===== config.mk =====
export PLATFORM = sky130hd
export DESIGN_NAME = fir_fold_adapter_flat
export DESIGN_NICKNAME = d
export VERILOG_FILES = /design/src/rtl/fir_fold_pkg.sv /design/src/rtl/fir_fold_adapter_if.sv /design/src/rtl/fir_fold_fifo.sv /design/src/rtl/fir_fold_adapter.sv /design/src/flat_wrapper.sv
export SDC_FILE = /design/constraint.sdc
export NUM_CORES = 1
export LEC_CHECK = 0
export CAP_MARGIN = 20
export CELL_PAD_IN_SITES_DETAIL_PLACEMENT = 1
export CELL_PAD_IN_SITES_GLOBAL_PLACEMENT = 1
export CORE_AREA = 2 2 100 102
export CTS_CLUSTER_SIZE = 28
export DETAILED_ROUTE_END_ITERATION = 6
export DIE_AREA = 0 0 102 104
export PLACE_DENSITY = 0.85
export SLEW_MARGIN = 15
export SYNTH_ARGS = -nofsm -noshare
export SYNTH_HDL_FRONTEND = slang
export SYNTH_SLANG_ARGS = --single-unit

===== constraint.sdc =====
create_clock -name clk -period 3.9 [get_ports clk]
set_input_delay 0.78 -clock clk [delete_from_list [all_inputs] [get_ports clk]]
set_output_delay 0.78 -clock clk [all_outputs]
set_load 0.05 [all_outputs]

===== src/rtl/fir_fold_pkg.sv =====
// Shared types and default constants for the folded-FIR input adapter.
// The state typedef, the default geometry and the saturating counter helper
// live here so the top, the FIFO and the bench all agree on them.
package fir_fold_pkg;

   typedef enum logic [1:0] {
      ST_IDLE  = 2'd0,
      ST_PRIME = 2'd1,
      ST_RUN   = 2'd2
   } state_t;

   localparam int FOLD_DEF      = 29;
   localparam int OUT_PHASE_DEF = 2;
   localparam int W_DEF         = 16;
   localparam int DEPTH_DEF     = 4;

   // Saturating increment for 32-bit event counters.
   function automatic logic [31:0] sat_inc32(input logic [31:0] v);
      return (v == 32'hFFFF_FFFF) ? v : v + 32'd1;
   endfunction

endpackage


===== src/rtl/fir_fold_adapter_if.sv =====
// Bus bundle between the upstream producer / folded FIR and the adapter.
// master: the side that produces samples and FIR results (bench or system).
// slave : the adapter itself.
interface fir_fold_adapter_if
   import fir_fold_pkg::*;
#(
   parameter int W = W_DEF
);
   logic                en;
   logic                s_valid;
   logic signed [W-1:0] s_data;
   logic                s_ready;
   logic                fir_en;
   logic signed [W-1:0] fir_din;
   logic signed [W-1:0] fir_dout;
   logic                m_valid;
   logic signed [W-1:0] m_data;
   logic                underrun;

   modport master (
      output en, s_valid, s_data, fir_dout,
      input  s_ready, fir_en, fir_din, m_valid, m_data, underrun
   );

   modport slave (
      input  en, s_valid, s_data, fir_dout,
      output s_ready, fir_en, fir_din, m_valid, m_data, underrun
   );
endinterface


===== src/rtl/fir_fold_fifo.sv =====
// Small synchronous FIFO with registered pointers and an occupancy count.
// A push into a full FIFO and a pop from an empty FIFO are both ignored, so
// a simultaneous push/pop when full drops the push and when empty drops the pop.
module fir_fold_fifo
   import fir_fold_pkg::*;
#(
   parameter  int W     = W_DEF,
   parameter  int DEPTH = DEPTH_DEF,
   localparam int AW    = $clog2(DEPTH),
   localparam int CW    = AW + 1
) (
   input  logic                clk,
   input  logic                rst,
   input  logic                push_i,
   input  logic signed [W-1:0] data_i,
   input  logic                pop_i,
   output logic signed [W-1:0] head_o,
   output logic [CW-1:0]       count_o
);
   logic signed [W-1:0] mem_q [DEPTH];
   logic [AW-1:0]       wr_ptr_q;
   logic [AW-1:0]       rd_ptr_q;
   logic [CW-1:0]       count_q;
   logic [CW-1:0]       count_d;
   logic                push_ok;
   logic                pop_ok;

   // Qualify requests against occupancy and work out the next count.
   always_comb begin
      push_ok = push_i && (count_q != CW'(DEPTH));
      pop_ok  = pop_i && (count_q != '0);
      count_d = count_q;
      if (push_ok && !pop_ok)
         count_d = count_q + CW'(1);
      else if (pop_ok && !push_ok)
         count_d = count_q - CW'(1);
   end

   // Pointer and count registers; reset wins over any transfer.
   always_ff @(posedge clk) begin
      if (!rst) begin
         wr_ptr_q <= '0;
         rd_ptr_q <= '0;
         count_q  <= '0;
      end else begin
         if (push_ok) wr_ptr_q <= wr_ptr_q + AW'(1);
         if (pop_ok)  rd_ptr_q <= rd_ptr_q + AW'(1);
         count_q <= count_d;
      end
   end

   // Storage array is data only and carries no reset.
   always_ff @(posedge clk) begin
      if (rst && push_ok) mem_q[wr_ptr_q] <= data_i;
   end

   assign head_o  = mem_q[rd_ptr_q];
   assign count_o = count_q;
endmodule


===== src/rtl/fir_fold_adapter.sv =====
// Feeds a time-folded FIR: one sample is launched per FOLD-cycle frame (at
// phase 0) from an input FIFO, and the FIR result is captured at OUT_PHASE of
// every frame after the first. Optional event counters are compiled in with
// the macro FIR_FOLD_ADAPTER_STATS_EN.
module fir_fold_adapter
   import fir_fold_pkg::*;
#(
   parameter  int FOLD      = FOLD_DEF,
   parameter  int OUT_PHASE = OUT_PHASE_DEF,
   parameter  int W         = W_DEF,
   parameter  int DEPTH     = DEPTH_DEF,
   localparam int PW        = (FOLD > 1) ? $clog2(FOLD) : 1,
   localparam int CW        = $clog2(DEPTH) + 1
) (
   input  logic               clk,
   input  logic               rst,
   fir_fold_adapter_if.slave  bus
`ifdef FIR_FOLD_ADAPTER_STATS_EN
   ,
   output logic [31:0]        launch_cnt,
   output logic [31:0]        underrun_cnt
`endif
);
   state_t              state_q;
   logic [PW-1:0]       phase_q;
   logic [PW-1:0]       phase_d;
   logic                fir_en_q;
   logic signed [W-1:0] fir_din_q;
   logic                m_valid_q;
   logic signed [W-1:0] m_data_q;
   logic                underrun_q;
   logic signed [W-1:0] fifo_head;
   logic [CW-1:0]       fifo_count;
   logic                fifo_empty;
   logic                active;
   logic                launch;
   logic                pop;
   logic                empty_launch;
   logic                capture;
   logic                frame_end;

   fir_fold_fifo #(.W(W), .DEPTH(DEPTH)) u_fifo (
      .clk     (clk),
      .rst     (rst),
      .push_i  (bus.s_valid),
      .data_i  (bus.s_data),
      .pop_i   (pop),
      .head_o  (fifo_head),
      .count_o (fifo_count)
   );

   // Frame timing decode: launch slot, capture slot and phase wrap.
   always_comb begin
      fifo_empty   = (fifo_count == '0);
      active       = (state_q != ST_IDLE) && bus.en;
      launch       = active && (phase_q == '0);
      pop          = launch && !fifo_empty;
      empty_launch = launch && fifo_empty;
      capture      = bus.en && (state_q == ST_RUN) && (phase_q == PW'(OUT_PHASE));
      frame_end    = (phase_q == PW'(FOLD - 1));
      phase_d      = frame_end ? '0 : phase_q + PW'(1);
   end

   // Frame FSM with its registered control outputs.
   always_ff @(posedge clk) begin
      if (!rst) begin
         state_q    <= ST_IDLE;
         phase_q    <= '0;
         fir_en_q   <= 1'b0;
         m_valid_q  <= 1'b0;
         underrun_q <= 1'b0;
      end else begin
         fir_en_q   <= (state_q != ST_IDLE);
         m_valid_q  <= capture;
         underrun_q <= underrun_q | empty_launch;
         case (state_q)
            ST_IDLE: begin
               phase_q <= '0;
               if (bus.en) state_q <= ST_PRIME;
            end
            ST_PRIME, ST_RUN: begin
               if (!bus.en) begin
                  // Partial frame is abandoned; next start re-primes.
                  state_q <= ST_IDLE;
                  phase_q <= '0;
               end else begin
                  phase_q <= phase_d;
                  if (state_q == ST_PRIME && frame_end) state_q <= ST_RUN;
               end
            end
            default: begin
               state_q <= ST_IDLE;
               phase_q <= '0;
            end
         endcase
      end
   end

   // Data registers: launched sample (zero outside the slot) and captured result.
   always_ff @(posedge clk) begin
      if (!rst) begin
         fir_din_q <= '0;
         m_data_q  <= '0;
      end else begin
         fir_din_q <= pop ? fifo_head : '0;
         if (capture) m_data_q <= bus.fir_dout;
      end
   end

`ifdef FIR_FOLD_ADAPTER_STATS_EN
   logic [31:0] launch_cnt_q;
   logic [31:0] underrun_cnt_q;

   // Saturating counts of launched samples and empty launch slots.
   always_ff @(posedge clk) begin
      if (!rst) begin
         launch_cnt_q   <= '0;
         underrun_cnt_q <= '0;
      end else begin
         if (pop)          launch_cnt_q   <= sat_inc32(launch_cnt_q);
         if (empty_launch) underrun_cnt_q <= sat_inc32(underrun_cnt_q);
      end
   end

   assign launch_cnt   = launch_cnt_q;
   assign underrun_cnt = underrun_cnt_q;
`endif

   assign bus.s_ready  = (fifo_count != CW'(DEPTH));
   assign bus.fir_en   = fir_en_q;
   assign bus.fir_din  = fir_din_q;
   assign bus.m_valid  = m_valid_q;
   assign bus.m_data   = m_data_q;
   assign bus.underrun = underrun_q;
endmodule


===== src/flat_wrapper.sv =====
// flat-port wrapper written by rule: the top's interface ports become plain ports
module fir_fold_adapter_flat import fir_fold_pkg::*;
#(
   parameter  int FOLD      = FOLD_DEF,
   parameter  int OUT_PHASE = OUT_PHASE_DEF,
   parameter  int W         = W_DEF,
   parameter  int DEPTH     = DEPTH_DEF,
   localparam int PW        = (FOLD > 1) ? $clog2(FOLD) : 1,
   localparam int CW        = $clog2(DEPTH) + 1
)
  (clk, rst, bus_en, bus_s_valid, bus_s_data, bus_fir_dout, bus_s_ready, bus_fir_en, bus_fir_din, bus_m_valid, bus_m_data, bus_underrun);
  fir_fold_adapter_if #(.W(W)) bus_i ();
  input  logic clk;
  input  logic rst;
  input wire logic [$bits(bus_i.en)-1:0] bus_en;
  input wire logic [$bits(bus_i.s_valid)-1:0] bus_s_valid;
  input wire logic [$bits(bus_i.s_data)-1:0] bus_s_data;
  input wire logic [$bits(bus_i.fir_dout)-1:0] bus_fir_dout;
  output wire logic [$bits(bus_i.s_ready)-1:0] bus_s_ready;
  output wire logic [$bits(bus_i.fir_en)-1:0] bus_fir_en;
  output wire logic [$bits(bus_i.fir_din)-1:0] bus_fir_din;
  output wire logic [$bits(bus_i.m_valid)-1:0] bus_m_valid;
  output wire logic [$bits(bus_i.m_data)-1:0] bus_m_data;
  output wire logic [$bits(bus_i.underrun)-1:0] bus_underrun;
  assign bus_i.en = bus_en;
  assign bus_i.s_valid = bus_s_valid;
  assign bus_i.s_data = bus_s_data;
  assign bus_i.fir_dout = bus_fir_dout;
  assign bus_s_ready = bus_i.s_ready;
  assign bus_fir_en = bus_i.fir_en;
  assign bus_fir_din = bus_i.fir_din;
  assign bus_m_valid = bus_i.m_valid;
  assign bus_m_data = bus_i.m_data;
  assign bus_underrun = bus_i.underrun;
  fir_fold_adapter #(.FOLD(FOLD), .OUT_PHASE(OUT_PHASE), .W(W), .DEPTH(DEPTH)) u_core (.clk(clk), .rst(rst), .bus(bus_i));
endmodule

---- Yosys cells after proc, flatten, opt, wreduce, memory -nomap -nowiden ----
Memory sizes are Yosys's and may differ from the RTL's. A register that Yosys moved wholly into a read port is not among the register bits.
Index checks and enable logic that the tools add are counted.
cells by class
  reductions and logical operators ........ 26
  muxes and demuxes ....................... 8
  bitwise operators ....................... 4
  $add $sub $neg .......................... 5
  equal/unequal tests ..................... 7
operator list
  operator                                               count
  logical AND 1 bit                                      12
  2-to-1 mux 2 bit                                       3
  2-to-1 mux 3 bit                                       2
  adder 5 x 1 -> 5 bit, second input constant            1
  equality test 5 x 2 -> 1 bit, second input constant    1
  equality test 5 bit, second input constant             1
  zero test 5 bit                                        1
  adder 2 x 1 -> 2 bit, second input constant            2
  zero test 1 bit                                        4
  case mux 2 bit (2 select lines)                        1
  AND reduction 2 bit                                    2
  nonzero test 2 bit                                     2
  OR reduction 4 bit                                     1
  adder 3 x 1 -> 3 bit, second input constant            1
  zero test 3 bit                                        1
  inequality test 3 x 2 -> 1 bit, second input constant  1
  inequality test 3 bit, second input constant           1
  NOT 1 bit                                              3
  nonzero test 3 bit                                     1
  subtractor 3 x 1 -> 3 bit, second input constant       1
  equality test 2 x 1 -> 1 bit, second input constant    1
  equality test 2 bit, second input constant             1
  zero test 2 bit                                        1
  2-to-1 mux 1 bit                                       2
  3 further kinds                                        3
word-level totals
  bits of input ports ..................... 36
  memories kept ........................... 1
  RAM bits ................................ 64
  register bits ........................... 33
  output and inout bits ................... 36
  word-level logic and storage cells ...... 60
memories
  memory               words  bits a word  rd ports  clocked after Yosys merged registers in  wr ports  line                 source
  u_core.u_fifo.mem_q  4      16           1         1                                        1         fir_fold_fifo.sv:20  logic signed [W-1:0] mem_q [DEPTH];

---- Longest topological paths before layout ----
Gate-level depths: netlist of the first run.
  depth in word-level cells ............... 8
  mapped depth ............................ 10
  gate-level depth less buffers ........... 10

---- Modules after synthesis ----
A second synthesis of the first run with hierarchy kept.
unflattened totals
  cells, all modules ...................... 297
  area total of the unflattened synthesis .. 4423.0 um^2
modules (own cells, without submodules)
  module            seq. area each (um^2)  times used  area an instance (um^2)  cells an instance
  fir_fold_fifo     2102.0                 1           2831.5                   130
  fir_fold_adapter  840.8                  1           1591.5                   167

---- Worst setup path after synthesis of the first run ----
No wires, ideal clock.
  kind .................................... input port to flip-flop
  start ................................... input port bus_en
  end ..................................... register u_core.u_fifo.count_q[2] (netlist: u_core.u_fifo.count_o[2])
  stages .................................. 10
  required time ........................... 3829 ps
  setup slack ............................. 1307 ps
  data arrival time ....................... 2522 ps
  setup time .............................. 71 ps
  path buffers ............................ 2
  cells stage by stage .................... buf_2 -> nor4b_2 -> buf_2 -> nand3_1 -> ha_1 -> inv_1 -> fa_1 -> xor2_1 -> or3_1 -> a21oi_1
between the ends
  longest elaborated chain between the ends .. 7
  elaborated cells on any way between the ends .. 9
  classes of those cells .................. mux (1); reduce/logical (8)
ends and longest elaborated chain
  what                                                    line                    source
  start: declaration                                      flat_wrapper.sv:15      input wire logic [$bits(bus_i.en)-1:0] bus_en;
  logical AND 1 bit (*)                                   fir_fold_adapter.sv:55  active = (state_q != ST_IDLE) && bus.en;
  logical AND 1 bit (*)                                   fir_fold_adapter.sv:56  launch = active && (phase_q == '0);
  logical AND 1 bit (*)                                   fir_fold_adapter.sv:57  pop = launch && !fifo_empty;
  logical AND 1 bit (*)                                   fir_fold_fifo.sv:31     pop_ok = pop_i && (count_q != '0);
  zero test 1 bit                                         fir_fold_fifo.sv:33     if (push_ok && !pop_ok)
  logical AND 1 bit                                       fir_fold_fifo.sv:33
  2-to-1 mux 3 bit or nonzero test 2 bit (tied branches)  --
  end signal: assignment                                  fir_fold_fifo.sv:48     count_q <= count_d;
  end: declaration                                        fir_fold_fifo.sv:23     logic [CW-1:0] count_q;
Every way passes the cells marked *; elsewhere a longest branch is shown, timed or not.
A chain may end at the register's enable or synchronous reset.

---- Final worst setup path of the first run ----
  start ................................... register u_core.u_fifo.count_q[2] (netlist: u_core.u_fifo.count_o[2])
  end ..................................... output port bus_s_ready
between the ends
  longest elaborated chain between the ends .. 1
ends and longest elaborated chain
  what                   line                     source
  inequality test 3 bit  fir_fold_adapter.sv:129  assign bus.s_ready = (fifo_count != CW'(DEPTH));
  end: declaration       flat_wrapper.sv:19       output wire logic [$bits(bus_i.s_ready)-1:0] bus_s_ready;
Every way passes these cells.

==> results of run 1 <==
## logic make-up after synthesis
logic type,synth area share (%)
flops,67.78
simple gates,9.816
compound gates,5.229
buf+inv,3.097
mux,9.378
fa+ha+maj,3.681
xor+xnor,1.022
## routing by layer
metal | share of wire, % | global-route usage, % | wire length [µm]
met1 | 41 | 22.90 | 3840
met2 | 53 | 32.38 | 5017
met3 | 5.4 | 8.333 | 511
met4 | 0.85 | 5.619 | 80
met5 | 0 | 0 | 0
## area by class of cell
type	instances	share of cell area (%)
Timing Repair Buffer	75	13.09
Clock buffer	17	7.244
Clock inverter	14	3.283
Sequential cell	113	50.78
Multi-Input combinational cell	154	21.97
Tap cell	133	2.911
Inverter	11	0.7223
## cell usage in the layout, fill, tap and decap left out, types with 2 or more instances in the layout
master           Yosys  layout
inv_6                0       3
mux2i_1              3       3
clkinv_1             1       2
inv_1               10      10
clkinvlp_4           0       3
nor2_1              10      10
a21oi_1             20      20
nand2_1              5       5
ha_1                11      11
bufinv_16            0       4
mux4_2              16      16
a31oi_1              2       2
nand4_1              4       4
clkinv_2             0       3
xor2_1               4       4
nand3_1             22      22
clkdlybuf4s50_1      0      71
and3_1               4       4
clkbuf_16            0      16
dfxtp_1             49      49
o21ai_0              3       3
o21ai_1             16      16
edfxtp_1            64      64
nand2b_1             2       2
buf_4                1       3
or3_1                2       2
nor2b_1             17      17
## metrics by stage
step	std cells	setup WS (ns)
after floorplan	294	1.307
after global placement	485	0.9833
after detailed placement	485	0.8716
after CTS	516	0.9036
after global routing	517	0.8101
final	517	0.9269
## state kept, by name (all words and copies together), names as in the netlist, 2 cells and up
signal,count
u_core.state_q,2
u_core.bus.fir_din,16
u_core.u_fifo.count_o,3
u_core.u_fifo.mem_q,64
u_core.bus.m_data,16
u_core.u_fifo.rd_ptr_q,2
u_core.u_fifo.wr_ptr_q,2
u_core.phase_q,5
## how the worst min path moves through the flow
| stage | cells past startpoint | endpoint | start | slack [ns] |
|---|---|---|---|---|
| floorplan | 1 | u_core.phase_q[0] | u_core.phase_q[0] | 0.43 |
| global route | 1 | u_core.phase_q[0] | u_core.phase_q[0] | 0.51 |
| global placement | 1 | u_core.phase_q[0] | u_core.phase_q[0] | 0.44 |
| finish | 1 | u_core.phase_q[0] | u_core.phase_q[0] | 0.46 |
| detailed placement | 1 | u_core.phase_q[0] | u_core.phase_q[0] | 0.46 |
| CTS | 1 | u_core.phase_q[0] | u_core.phase_q[0] | 0.47 |
## power groups by stage
stage / clock (mW) / sequential, mW / combinational [mW]
5_1_grt: 1.66 / 1.38 / 0.397
4_1_cts: 1.61 / 1.38 / 0.360
6_report: 1.58 / 1.38 / 0.364
2_1_floorplan: 0 / 1.41 / 0.215
3_5_place_dp: 0 / 1.40 / 0.348
3_3_place_gp: 0 / 1.40 / 0.332
## critical path, cell delays in order (launching register included)
cell and delay, ns:
dfxtp_1 0.40, nor3b_1 0.42, inv_1 0.13, clkdlybuf4s50_1 0.72
==> flow_summary.json, run 1 <==
{
  "status": "complete, no violations",
  "postSynthCellCount": 294,
  "synth_top_cell_by_area": "edfxtp_1",
  "place_hpwl_um": 5843,
  "synth_top_area_share_pct": 44.87,
  "clock_insertion_delay_worst_skew_ns": 0.51,
  "synthArstFlopShare_pct": 0,
  "p_leak_nw": 1.955,
  "drive_gt1_share_pct": 14.06,
  "place_area_um2": 5100,
  "grt_pass1_wl_um": 15390,
  "grt_pass1_vias": 2964,
  "cts_root_buf": "clkbuf_8",
  "wl_per_cell_um": 18.28,
  "drt-total-wl_um": 9450,
  "fin_crit_sh_pct": 76.23,
  "synthDistinctLibCells": 40,
  "row_count": 36,
  "internal-power_mw": 2.527,
  "yosysWarnings": 0,
  "seq_power_share_pct": 41.4,
  "grt-ovfl-total": 0,
  "numClockSinks": 113,
  "ys_seq_area_share_pct": 67.78,
  "io-pin-count": 72,
  "vdd_drop_max_v": 0.0003279,
  "combPwrFrac_pct": 11.0,
  "power_switching_mw": 0.7937,
  "final_nets": 420,
  "maxCapViolations": 0,
  "die_x_um": 102,
  "design_area_um2": 5717,
  "synth_common_cells": "edfxtp_1 (64), dfxtp_1 (49), nand3_1 (22)",
  "vias": 2681,
  "multiInputGateArea_um2": 1256,
  "synth-edff-count": 64,
  "initial_utilization_pct": 44.85,
  "finClkSkew_ns": 0.01080,
  "critPathKind": "register to primary output",
  "postSynthAreaPerCell_um2": 14.57,
  "grt.total_usage_pct": 19.49,
  "crit_arrival_ns": 2.19,
  "synth.area.top_cells": "edfxtp_1 (45%), dfxtp_1 (23%), mux4_2 (8.4%)",
  "whs_ns": 0.4595,
  "cts_inserted_buffers": 17,
  "synth_area_um2": 4283,
  "hold_path.class": "register to register",
  "endpoint": "bus_s_ready",
  "crit_fanout": 5,
  "dieArea_um2": 10610,
  "hold_viol_final": 0,
  "fmax_mhz": 336.4,
  "cts_setup_buffers": 0,
  "grt_max_degree": 27,
  "fin_setup_tns_ns": 0,
  "cts_hold_buffers": 0,
  "synth_flop_cell": "edfxtp_1",
  "ant_nets": 0,
  "antenna_found_initial": 0,
  "syn_nets": 342,
  "utilization_pct": 59.87,
  "port_buffers": 71,
  "crit_path_start_kind": "register",
  "num-fill-cells": 926,
  "p_per_area_nw_per_um2": 580.9,
  "diodes": 0,
  "r2r_setup_slack_ns": 1.43,
  "finalSetupViolCount": 0,
  "area_growth_pct": 33.48,
  "worst_slew_pin_slew_ns": 0.8945,
  "cts_resized": 0,
  "r2r-start": "u_core.state_q[0]",
  "drt-vias-per-instance": 5.186,
  "r2r-end": "u_core.u_fifo.count_o[2]",
  "power_mw": 3.321,
  "slew_headroom_pct": 40.28,
  "endpoint_kind": "primary output",
  "cts_tree": "built",
  "power.share.clock_pct": 47.6,
  "clockBufferDepth": 2,
  "crit_start": "u_core.u_fifo.count_o[2]",
  "dr.pass1.iters": 4,
  "maxSlewViolCount": 0,
  "gp_congestion": 0.7175,
  "clkTransAtPathRegs_ns": 0.05,
  "reg2reg_depth": 10,
  "die_y_um": 104,
  "drc": 0,
  "rsz0062_at_grt": "no",
  "h-tree-depth": 4,
  "core_area_um2": 9549,
  "period_minus_slack_ns": 2.973,
  "crit_required_ns": 3.12,
  "ys_ff_latch": 113,
  "ff_latch_area_um2": 2903,
  "p_sw_share_pct": 23.90,
  "drt_iter0_markers": 89,
  "synth.most_common_cell": "edfxtp_1"
}
(Power assumes the default switching activity.)
==> run 2: changes to the inputs <==
--- a/config.mk
+++ b/config.mk
@@ -8,11 +8,11 @@
 export CAP_MARGIN = 20
 export CELL_PAD_IN_SITES_DETAIL_PLACEMENT = 1
 export CELL_PAD_IN_SITES_GLOBAL_PLACEMENT = 1
-export CORE_AREA = 2 2 100 102
+export CORE_AREA = 2 2 108 110
 export CTS_CLUSTER_SIZE = 28
 export DETAILED_ROUTE_END_ITERATION = 6
-export DIE_AREA = 0 0 102 104
-export PLACE_DENSITY = 0.85
+export DIE_AREA = 0 0 110 112
+export PLACE_DENSITY = 0.77
 export SLEW_MARGIN = 15
 export SYNTH_ARGS = -nofsm -noshare
 export SYNTH_HDL_FRONTEND = slang
==> constraint.sdc (replaced) <==
create_clock -name clk -period 2.4 [get_ports clk]
set_input_delay 0.48 -clock clk [delete_from_list [all_inputs] [get_ports clk]]
set_output_delay 0.48 -clock clk [all_outputs]
set_load 0.05 [all_outputs]
==> run 2 against run 1 <==
- design area rose by 2.4%
- combinational power is 75% higher
- register-to-register slack lost 1.3 ns
- cell count up 4.6%
- worst setup slack got worse by 0.80 ns
- clock skew fell by 0.00069 ns
- flip-flop and latch count did not move
- critical path depth rose by 5
- non-clock buffer count increased by 13
- critical path type is now register to register
- largest power group unchanged
==> flow_summary.json, run 2 (synthesis results as in run 1) <==
{
  "p_leak_nw": 2.022,
  "die_x_um": 110,
  "power_mw": 5.329,
  "drt-total-wl_um": 9551,
  "die_y_um": 112,
  "finClkSkew_ns": 0.01012,
  "fmax_mhz": 439.6,
  "drc": 0,
  "clock_insertion_delay_worst_skew_ns": 0.41,
  "io-pin-count": 72,
  "core_area_um2": 11170,
  "rsz0062_at_grt": "yes",
  "clockBufferDepth": 2,
  "crit_fanout": 5,
  "critPathKind": "register to register",
  "final_nets": 433,
  "hold_depth": 1,
  "pre_cts_ws_ns": -0.1572,
  "grt_max_degree": 27,
  "grt_pass1_wl_um": 15090,
  "cts_setup_buffers": 0,
  "r2r-end": "u_core.u_fifo.count_o[2]",
  "num-fill-cells": 1144,
  "largest_reg_flops": 64,
  "clkTransAtPathRegs_ns": 0.05,
  "ant_nets": 0,
  "regMostFlops": "u_core.u_fifo.mem_q",
  "reg2reg_depth": 8,
  "vias": 2715,
  "grt.total_usage_pct": 16.64,
  "initial_utilization_pct": 38.33,
  "dieArea_um2": 12320,
  "setup_ws_ns": 0.1251,
  "drive_gt1_share_pct": 17.34,
  "status": "complete, no violations",
  "hold_start": "u_core.phase_q[0]",
  "place_hpwl_um": 6084,
  "hold_viol_final": 0,
  "dr.pass1.iters": 4,
  "cts_tree": "built",
  "mostFrequentLayoutCells": "clkdlybuf4s50_1 (70), edfxtp_1 (64), dfxtp_1 (47), nand3_1 (22), a21oi_1 (20)",
  "antenna_found_initial": 0,
  "endpoint_kind": "register",
  "gp_congestion": 0.7252,
  "utilization_pct": 52.40,
  "port_buffers": 71,
  "numClockSinks": 113,
  "final_common_cell": "clkdlybuf4s50_1",
  "finalSetupViolCount": 0,
  "maxSlewViolCount": 0,
  "cts_root_buf": "clkbuf_16",
  "h-tree-depth": 4,
  "maxCapViolations": 0,
  "slew_headroom_pct": 54.22,
  "period_minus_slack_ns": 2.275,
  "drt-vias-per-instance": 5.018,
  "grt-ovfl-total": 0,
  "diodes": 0,
  "worst_slew_pin_slew_ns": 0.6850,
  "vdd_drop_max_v": 0.0004704,
  "fin_crit_sh_pct": 94.79,
  "row_count": 39,
  "drt_iter0_markers": 92,
  "crit_arrival_ns": 2.61,
  "p_per_area_nw_per_um2": 910.0,
  "crit_path_start_kind": "register",
  "grt_pass1_vias": 2912,
  "hold_end": "u_core.phase_q[0]",
  "area_growth_pct": 36.72,
  "cts_hold_buffers": 0,
  "cts_inserted_buffers": 17,
  "wl_per_cell_um": 17.65,
  "r2r-start": "u_core.u_fifo.count_o[0]",
  "hold_path.class": "register to register",
  "crit_required_ns": 2.74,
  "r2r_setup_slack_ns": 0.13
}
[run 2: cell types whose count changed in the layout (fill, tap and decap cells not counted), sizes merged]
cell           before  now
clkinvlp            3    2
bufinv              4    3
buf                 4   17
dlygate4sd2         0    1
clkbuf             17   21
clkinv              5    7
inv                13   10
clkdlybuf4s50      71   70
[run 2: layout make-up]
class	count	area (µm²)	share of cell area, %
Sequential cell	113	2905	49.62
Inverter	11	41.29	0.7051
Timing Repair Buffer	88	887.1	15.15
Multi-Input combinational cell	154	1264	21.58
Tap cell	143	178.9	3.056
Clock buffer	21	440.4	7.521
Clock inverter	11	138.9	2.372
[run 2: repair_timing]
item / CTS / global route
pin swaps: 0 / 1
endpoints found under the hold margin: 0 / 0
resized for setup: 1 / 4
endpoints found under the setup margin: 1 / 2
[run 2: layer usage]
| metal | share of wire [%] | vias to the layer above | wire length (µm) | track usage [%] |
|---|---|---|---|---|
| met3 | 6.2 | 14 | 595 | 6.148 |
| met4 | 1.4 | 0 | 133 | 6.667 |
| met1 | 41 | 1353 | 3947 | 18.37 |
| li1 | - | 1273 | - | - |
| met5 | 0 | - | 0 | 0 |
| met2 | 51 | 75 | 4875 | 28.59 |
[run 2: through the flow]
step / hold slack (ns) / instances / area (µm²) / TNS, ns
floorplan: 0.4297 / 294 / 4283 / 0
global placement: 0.4427 / 509 / 5268 / -0.06320
detailed placement: 0.4769 / 509 / 5268 / -0.1607
CTS: 0.4846 / 541 / 5846 / 0
global route: 0.4634 / 541 / 5856 / -0.03178
finish: 0.4449 / 541 / 5856 / 0
[run 2: where the power goes]
group / internal (mW) / switching (mW) / total (mW)
logic: 0.307 / 0.331 / 0.638
registers: 2.16 / 0.0647 / 2.22
clock network: 1.62 / 0.846 / 2.47
[run 2: how the worst max path moves through the flow]
stage | from | to | cells past startpoint
after floorplan | bus_en | u_core.u_fifo.count_o[2] | 10
after global placement | bus_s_valid | u_core.u_fifo.count_o[2] | 9
after detailed placement | bus_s_valid | u_core.u_fifo.count_o[2] | 9
after CTS | u_core.phase_q[0] | u_core.u_fifo.count_o[2] | 10
after global routing | u_core.u_fifo.count_o[0] | u_core.u_fifo.count_o[2] | 8
final | u_core.u_fifo.count_o[0] | u_core.u_fifo.count_o[2] | 8
[run 2: worst max-delay path, cell delays in order (launching register included)]
cell and delay [ns]:
dfxtp_1 0.37, or3_1 0.44, nand3_1 0.14, ha_2 0.19, inv_1 0.05, fa_1 0.38, xor2_1 0.18, or3_1 0.30
a21oi_1 0.15
